[src/rtl/uart_rx_buffer.sv]
// FWFT event FIFO behind uart_rx: a strobe pushed at edge N is at the head in cycle N+1; pops retire one per cycle.
// A full FIFO drops new events unless the head leaves in the same cycle; drops are tallied in a sticky, saturating counter.
module uart_rx_buffer #(
  parameter  int Depth      = 16,
  localparam int CountWidth = $clog2(Depth) + 1
) (
  input  logic                  clk,
  input  logic                  rst,
  input  logic [7:0]            rx_data,
  input  logic                  rx_data_valid,
  input  logic                  rx_break,
  input  logic                  rx_error,
  output logic [7:0]            data_out,
  output logic                  data_out_break,
  output logic                  data_out_error,
  output logic                  data_out_valid,
  input  logic                  data_out_ready,
  output logic [CountWidth-1:0] count,
  output logic                  overflow,
  output logic [7:0]            drop_count,
  input  logic                  clear_overflow
);

  localparam int PtrWidth = $clog2(Depth);

  typedef struct packed {
    logic       err;
    logic       brk;
    logic [7:0] dat;
  } entry_t;

  entry_t                mem_q [Depth];
  logic [PtrWidth-1:0]   wr_ptr_q, wr_ptr_d;
  logic [PtrWidth-1:0]   rd_ptr_q, rd_ptr_d;
  logic [CountWidth-1:0] count_q, count_d;
  logic                  overflow_q, overflow_d;
  logic [7:0]            drop_q, drop_d;

  logic   push, pop, full, empty, wr_en, drop;
  entry_t wr_entry, head;

  assign push  = rx_data_valid | rx_break | rx_error;
  assign empty = (count_q == '0);
  assign full  = (count_q == CountWidth'(Depth));
  assign pop   = ~empty & data_out_ready;
  // A full FIFO still accepts when the head is leaving in the same cycle.
  assign wr_en = push & (~full | pop);
  assign drop  = push & full & ~pop;

  always_comb begin
    wr_entry     = '0;
    wr_entry.err = rx_error;
    wr_entry.brk = rx_break;
    wr_entry.dat = rx_data_valid ? rx_data : 8'h00;
  end

  always_comb begin
    wr_ptr_d = wr_en ? wr_ptr_q + 1'b1 : wr_ptr_q;
    rd_ptr_d = pop   ? rd_ptr_q + 1'b1 : rd_ptr_q;
    count_d  = count_q;
    unique case ({wr_en, pop})
      2'b10:   count_d = count_q + 1'b1;
      2'b01:   count_d = count_q - 1'b1;
      default: count_d = count_q;
    endcase
  end

  // A drop in the same cycle as a clear wins, restarting the tally at one.
  always_comb begin
    overflow_d = overflow_q;
    drop_d     = drop_q;
    if (drop) begin
      overflow_d = 1'b1;
      if (clear_overflow)     drop_d = 8'd1;
      else if (drop_q != 8'hFF) drop_d = drop_q + 8'd1;
    end else if (clear_overflow) begin
      overflow_d = 1'b0;
      drop_d     = 8'd0;
    end
  end

  always_ff @(posedge clk) begin
    if (rst) begin
      wr_ptr_q   <= '0;
      rd_ptr_q   <= '0;
      count_q    <= '0;
      overflow_q <= 1'b0;
      drop_q     <= 8'd0;
    end else begin
      wr_ptr_q   <= wr_ptr_d;
      rd_ptr_q   <= rd_ptr_d;
      count_q    <= count_d;
      overflow_q <= overflow_d;
      drop_q     <= drop_d;
    end
  end

  // Storage is never cleared; data_out_valid masks stale entries.
  always_ff @(posedge clk) begin
    if (!rst && wr_en) mem_q[wr_ptr_q] <= wr_entry;
  end

  assign head           = empty ? entry_t'('0) : mem_q[rd_ptr_q];
  assign data_out       = head.dat;
  assign data_out_break = head.brk;
  assign data_out_error = head.err;
  assign data_out_valid = ~empty;
  assign count          = count_q;
  assign overflow       = overflow_q;
  assign drop_count     = drop_q;

endmodule
[config.mk]
export PLATFORM = sky130hd
export DESIGN_NAME = uart_rx_buffer
export DESIGN_NICKNAME = d
export VERILOG_FILES = /design/src/rtl/uart_rx_buffer.sv
export SDC_FILE = /design/constraint.sdc
export NUM_CORES = 1
export LEC_CHECK = 0
export ABC_AREA = 1
export CAP_MARGIN = 25
export CORE_MARGIN = 4
export CORE_UTILIZATION = 24
export DETAILED_ROUTE_END_ITERATION = 8
export SYNTH_ARGS = -nofsm -noshare
export SYNTH_HDL_FRONTEND = slang
export SYNTH_SLANG_ARGS = --single-unit
[constraint.sdc]
create_clock -name clk -period 2.5 [get_ports clk]
set_input_delay 0.375 -clock clk [delete_from_list [all_inputs] [get_ports clk]]
set_output_delay 0.375 -clock clk [all_outputs]
set_load 0.01 [all_outputs]
## Word level (Yosys, flattened, before mapping)

Memory sizes are Yosys's and may differ from the RTL's. A register that Yosys moved wholly into a read port is not among the register bits.
Index checks and enable logic that the tools add are counted.

- Logic and storage cells: 45
- RAM bits: 160
- Memories kept: 1
- Register bits after elaboration: 22
- Input bits: 15
- Output and inout port bits: 25

- Equality and inequality tests: 4
- Multiplexer cells: 13
- Reductions and logical operators: 7
- Bitwise operators: 10
- Add/subtract/negate cells: 5

Memories:

| name | depth | width | rd ports | clocked after memory_dff | write ports | line | text |
|---|---|---|---|---|---|---|---|
| mem_q | 16 | 10 | 1 | 1 | 1 | 32 | `entry_t mem_q [Depth];` |

Operator list:

| operator | count |
|---|---|
| $mux 8 | 5 |
| $mux 10 | 1 |
| $pmux 5 s2 | 1 |
| $add 4x1->4 const B | 2 |
| $add 8x1->8 const B | 1 |
| $mux 4 | 2 |
| $ne 8x8->1 const B | 1 |
| $reduce_bool 2->1 | 3 |
| $add 5x1->5 const B | 1 |
| $eq 5x5->1 const B | 1 |
| $logic_not 5->1 | 1 |
| $sub 5x1->5 const B | 1 |
| $and 1x1->1 | 4 |
| $mux 1 | 4 |
| $not 1->1 | 3 |
| $or 1x1->1 | 3 |
| $eq 2x1->1 const B | 1 |
| $eq 2x2->1 const B | 1 |
| $reduce_and 2->1 | 1 |
| $logic_and 1x1->1 | 1 |
| $logic_not 1->1 | 1 |

## Logic depth before layout (Yosys ltp)

- Depth in word-level cells: 8
- Mapped depth: 17

## Worst setup path after synthesis

No wires, ideal clock.

- Kind: flip-flop to flip-flop
- Start: register count_q[0] (netlist: count[0])
- End: memory mem_q[0][0] (netlist name), enable pin
- Data arrival time: 1.632 ns
- Required time: 2.124 ns
- Stages on the path, launching flop included: 9
- Setup slack: 0.492 ns
- Cell sequence: dfxtp_1 nor2_1 nand3_2 nand2_4 nand2_4 nand2_4 nor2_1 nand2_1 nor2_1

- Cells in the longest elaborated chain, start to end: 8
- Elaborated cells on any way between the ends: 10
- Those cells by class: 1 x eq/ne; 2 x mux; 5 x bitwise; 2 x reduce/logical

RTL lines:

| what | line | text |
|---|---|---|
| from (decl) | 35 | `logic [CountWidth-1:0] count_q, count_d;` |
| from (signal assigned) | 92 | `count_q <= count_d;` |
| $logic_not 5->1 | 43 | `assign empty = (count_q == '0);` |
| $not 1->1 | n/a |  |
| via data_out_valid | 16 | `output logic data_out_valid,` |
| $and 1x1->1 | 45 | `assign pop = ~empty & data_out_ready;` |
| $or 1x1->1 | 47 | `assign wr_en = push & (~full \| pop);` |
| $and 1x1->1 | 47 |  |
| $logic_and 1x1->1 | 100 | `if (!rst && wr_en) mem_q[wr_ptr_q] <= wr_entry;` |
| $mux 1 | 100 |  |
| $mux 1 (implied by the code) | 100 |  |
| to (decl) | 32 |  |

The timed path passes the listed nets, and every way through them passes these cells.

==> reports/qor.log <==
qor: detailed_routing.postRouteAntennaNets 0
qor: sta.final_min_period_over_clock_period 99.7%
qor: cells_and_area.antennaDiodeCount 0
qor: floorplanning.design.die.area 35000 µm²
qor: cells_and_area.layout.filler_cells 3116
qor: placement.dp_cells 1126
qor: logic_synthesis.synth_xor_area_share 0.114%
qor: logic_synthesis.yosys-mux-area-fraction 0%
qor: job.cap_violations 0
qor: power_and_ir_drop.leakagePower 3.46 nW
qor: setup_path.crit_chain inv_8 > buf_12 > buf_4 > o21ai_0 > o221ai_1 > nand3_1 > a21oi_2 > clkdlybuf4s15_2
qor: worst_hold_path.worst_hold_path.num_cells 2
qor: logic_synthesis.synth_enable_flop_cells 160
qor: detailed_routing.drt-initial-drc-count 450
qor: cells_and_area.layout-drive-gt1-share 19.8%
qor: setup_path.timing_worst_setup_path_type reg -> out
qor: sta.setup_violations 0
qor: logic_synthesis.syn_area 7700 µm²
qor: logic_synthesis.fraction_of_the_mapped_netlist_area_in_compound_gates 12.7%
qor: clock_tree.ctsLongestPathBuffers 2
qor: logic_synthesis.syn-instance-count 659
qor: logic_synthesis.synth_area_per_cell 11.7 µm²
qor: power_and_ir_drop.pwr-share-seq 42.2%
qor: setup_path.critPathCaptureType output pin
qor: sta.tightest_slew 668 ps
qor: global_routing.grt_pass1_wl 30.3 mm
qor: power_and_ir_drop.peakVddDrop 477 µV
qor: sta.achievable-frequency 0.401 GHz
qor: floorplanning.num_rows 65
qor: cells_and_area.layout.cells.non_filler 1175
qor: placement.placed_cell_area 8940 µm²
qor: outcome.run_status finished, final reports clean
qor: placement.port_buffers 39
qor: logic_synthesis.yosys.area_share.simple 12.6%
qor: global_routing.number_of_antenna_violations_at_the_first_check_in_global_routing 0
qor: worst_hold_path.worstHoldPathType reg -> reg
qor: setup_path.critPathMaxFanout 12
qor: floorplanning.die_w 187 µm
qor: logic_synthesis.postSynth.topFlopCell sky130_fd_sc_hd__edfxtp_1
qor: power_and_ir_drop.clkPwrFrac 32.7%
qor: setup_path.kind_of_cell_adding_the_most_delay_to_the_critical_path buffers and inverters
qor: logic_synthesis.combinational_family_with_the_most_area_after_synthesis compound AO/OA/AOI/OAI gates
qor: sta.skew 11.1 ps
qor: floorplanning.boundaryPins 40
qor: floorplanning.initial_utilization 24.3%
qor: setup_path.worst-r2r-cell-count 10
qor: sta.number_of_max_slew_violations_in_the_final_report 0
qor: setup_path.critical-path-slowest-cell sky130_fd_sc_hd__dfxtp_4
qor: sta.final_critical_path_time_including_i_o_delays_and_setup 2490 ps
qor: detailed_routing.drc 0
qor: logic_synthesis.synth-warning-count 0
qor: clock_tree.cts_root_buffer sky130_fd_sc_hd__clkbuf_16
qor: logic_synthesis.synth_fa_ha_area_share 1.30%
qor: global_routing.grt_pass1_vias 5235
qor: sta.totalNegativeSetupSlack 0 ps
qor: clock_tree.insertion_delay 430 ps
qor: detailed_routing.routedWlPerCell 17.4 µm
qor: setup_path.crit_required 2120 ps
qor: clock_tree.cts_tree done
qor: global_routing.grt.overflow.total 0
qor: setup_path.category_of_the_worst_setup_path_launch_point register
qor: placement.place_hpwl 12.9 mm
qor: setup_path.cp_slowest_stage_delay 410 ps
qor: global_routing.pin_count_of_the_biggest_net_entering_global_routing 26
qor: logic_synthesis.synth-async-reset-ratio 0%
qor: global_routing.global_route.usage.total 11.2%
qor: cells_and_area.layout_commonest_cell sky130_fd_sc_hd__edfxtp_1
qor: cells_and_area.layout.cells.most_common_list sky130_fd_sc_hd__edfxtp_1 (160), sky130_fd_sc_hd__nor2_1 (122), sky130_fd_sc_hd__o21ai_0 (89)
qor: sta.finalHoldViolations 0
qor: power_and_ir_drop.comb_power_share 25.1%
qor: power_and_ir_drop.p_int 5.83 mW
qor: logic_synthesis.ys_types 31
qor: detailed_routing.viasPerCell 4.70
qor: clock_tree.cts.sinks 186
qor: clock_tree.ctsHtreeMaxLevel 4
qor: floorplanning.core 31600 µm²
qor: cells_and_area.final_net_count 783
qor: power_and_ir_drop.power_per_cell_area 849 nW/µm²
qor: clock_tree.path_clk_slew 70 ps
qor: setup_path.path_depth 8
qor: setup_path.timing.critical_path.buf_inv 4
qor: setup_path.critical_path_arrival 2120 ps
qor: logic_synthesis.synth_nets 682
qor: cells_and_area.final_design_area_no_fill 9860 µm²
qor: detailed_routing.drt_first_pass_iters 4
qor: placement.placer_congestion 0.807
qor: floorplanning.die_h 187 µm
qor: cells_and_area.layout-area-overhead-vs-synth 28.0%
qor: power_and_ir_drop.power.switching 2.54 mW
qor: detailed_routing.via_count 5521
qor: clock_tree.number_of_buffers_inserted_by_hold_repair_at_cts 0
qor: sta.maxSlewHeadroom 55.4%
qor: logic_synthesis.synth.yosys.seq_area_share 69.2%
qor: sta.rsz0062_at_grt yes
qor: detailed_routing.totalWireLength 20.4 mm
qor: sta.hold_ws 477 ps
qor: clock_tree.cts_inserted_buffers 17
qor: power_and_ir_drop.switching_fraction 30.4%
qor: logic_synthesis.synth.ff_latch_count 186
qor: setup_path.r2r_setup_slack 370 ps
-- cells in the mapped netlist (all sizes together) (5+ instances only) --
master / number / area (µm²)
a21oi: 27 / 135
dfxtp: 26 / 521
inv: 46 / 175
o221ai: 38 / 333
ha: 8 / 100
nand4: 5 / 31.3
nor3: 5 / 30.0
nand3: 32 / 170
buf: 5 / 31.3
o21ai: 92 / 460
nor2: 125 / 500
nand2: 53 / 234
edfxtp: 160 / 4800
clkbuf: 28 / 105
-- flip-flops by register name, summed over array words and instances (netlist names), named ones only --
register and flops:
wr_ptr_q 4, overflow 1, count 5, mem_q 160, drop_count 8, rd_ptr_q 4
-- per-stage QoR --
step / util (%) / power [mW] / setup slack, ps
after floorplan: - / 4.57 / 492
after global placement: 28.3 / 5.41 / -39.3
after detailed placement: 28.3 / 5.42 / -48.9
after CTS: 30.7 / 8.23 / -66.5
after global routing: 31.2 / 8.75 / -63.9
final: 31.2 / 8.37 / 7.74
-- worst register-to-register path: stages, from the launching register on --
cell and delay (ps):
sky130_fd_sc_hd__dfxtp_1 390, sky130_fd_sc_hd__nor2_1 90, sky130_fd_sc_hd__nand3_2 120, sky130_fd_sc_hd__buf_4 160, sky130_fd_sc_hd__nand2_4 70, sky130_fd_sc_hd__nand2_4 90, sky130_fd_sc_hd__nand2_4 40, sky130_fd_sc_hd__nor2_1 220
sky130_fd_sc_hd__nand2_1 220, sky130_fd_sc_hd__nor2_1 230, sky130_fd_sc_hd__buf_4 210
-- per-layer routing --
layer / up-vias / wire length [µm] / track usage (%)
li1: 2585 / - / -
met3: 27 / 1340 / 2.89
met4: 0 / 356 / 3.61
met1: 2722 / 9710 / 16.0
met2: 187 / 8990 / 16.6
met5: - / 0 / 0
-- cell type report --
| cell class | count | area (µm²) | area share [%] |
|---|---|---|---|
| clock inverters | 15 | 179 | 1.81 |
| flip-flops and latches | 186 | 5330 | 54.1 |
| repair inverters | 1 | 7.51 | 0.0761 |
| clock buffers | 17 | 425 | 4.31 |
| well taps | 402 | 503 | 5.10 |
| repair buffers | 114 | 1080 | 11.0 |
| inverters | 47 | 190 | 1.93 |
| multi-input cells | 393 | 2140 | 21.7 |
-- path summary, 6_finish.rpt --
kind                                       startpoint               endpoint
worst min-delay path            overflow$_SDFFE_PP0P_  overflow$_SDFFE_PP0P_
worst min register to register  overflow$_SDFFE_PP0P_  overflow$_SDFFE_PP0P_
worst max-delay path                         register            data_out[1]
worst max register to register  count[3]$_SDFFE_PP0P_  mem_q[8][1]$_DFFE_PP_
-- repair_timing --
action,4_1_cts,5_1_grt
setup endpoints to repair,10,10
cloned,3,3
pin swaps,7,13
buffers inserted,6,5
gates resized for setup,34,28
-- power groups by stage --
| stage | registers, mW | logic (mW) | clock network (mW) |
|---|---|---|---|
| after floorplan | 3.58 | 0.984 | 0 |
| after global placement | 3.59 | 1.82 | 0 |
| after detailed placement | 3.59 | 1.83 | 0 |
| after CTS | 3.53 | 1.92 | 2.78 |
| after global routing | 3.54 | 2.27 | 2.94 |
| final | 3.53 | 2.10 | 2.74 |
-- logic make-up after synthesis --
| logic type | Yosys count |
|---|---|
| AOI/OAI and AO/OA | 163 |
| xor gates and xnor gates | 1 |
| adders and majority gates | 8 |
| buffers and inverters | 80 |
| DFF | 186 |
| and+or+nand+nor | 221 |
Note: power is estimated with default switching activity, not from simulation.
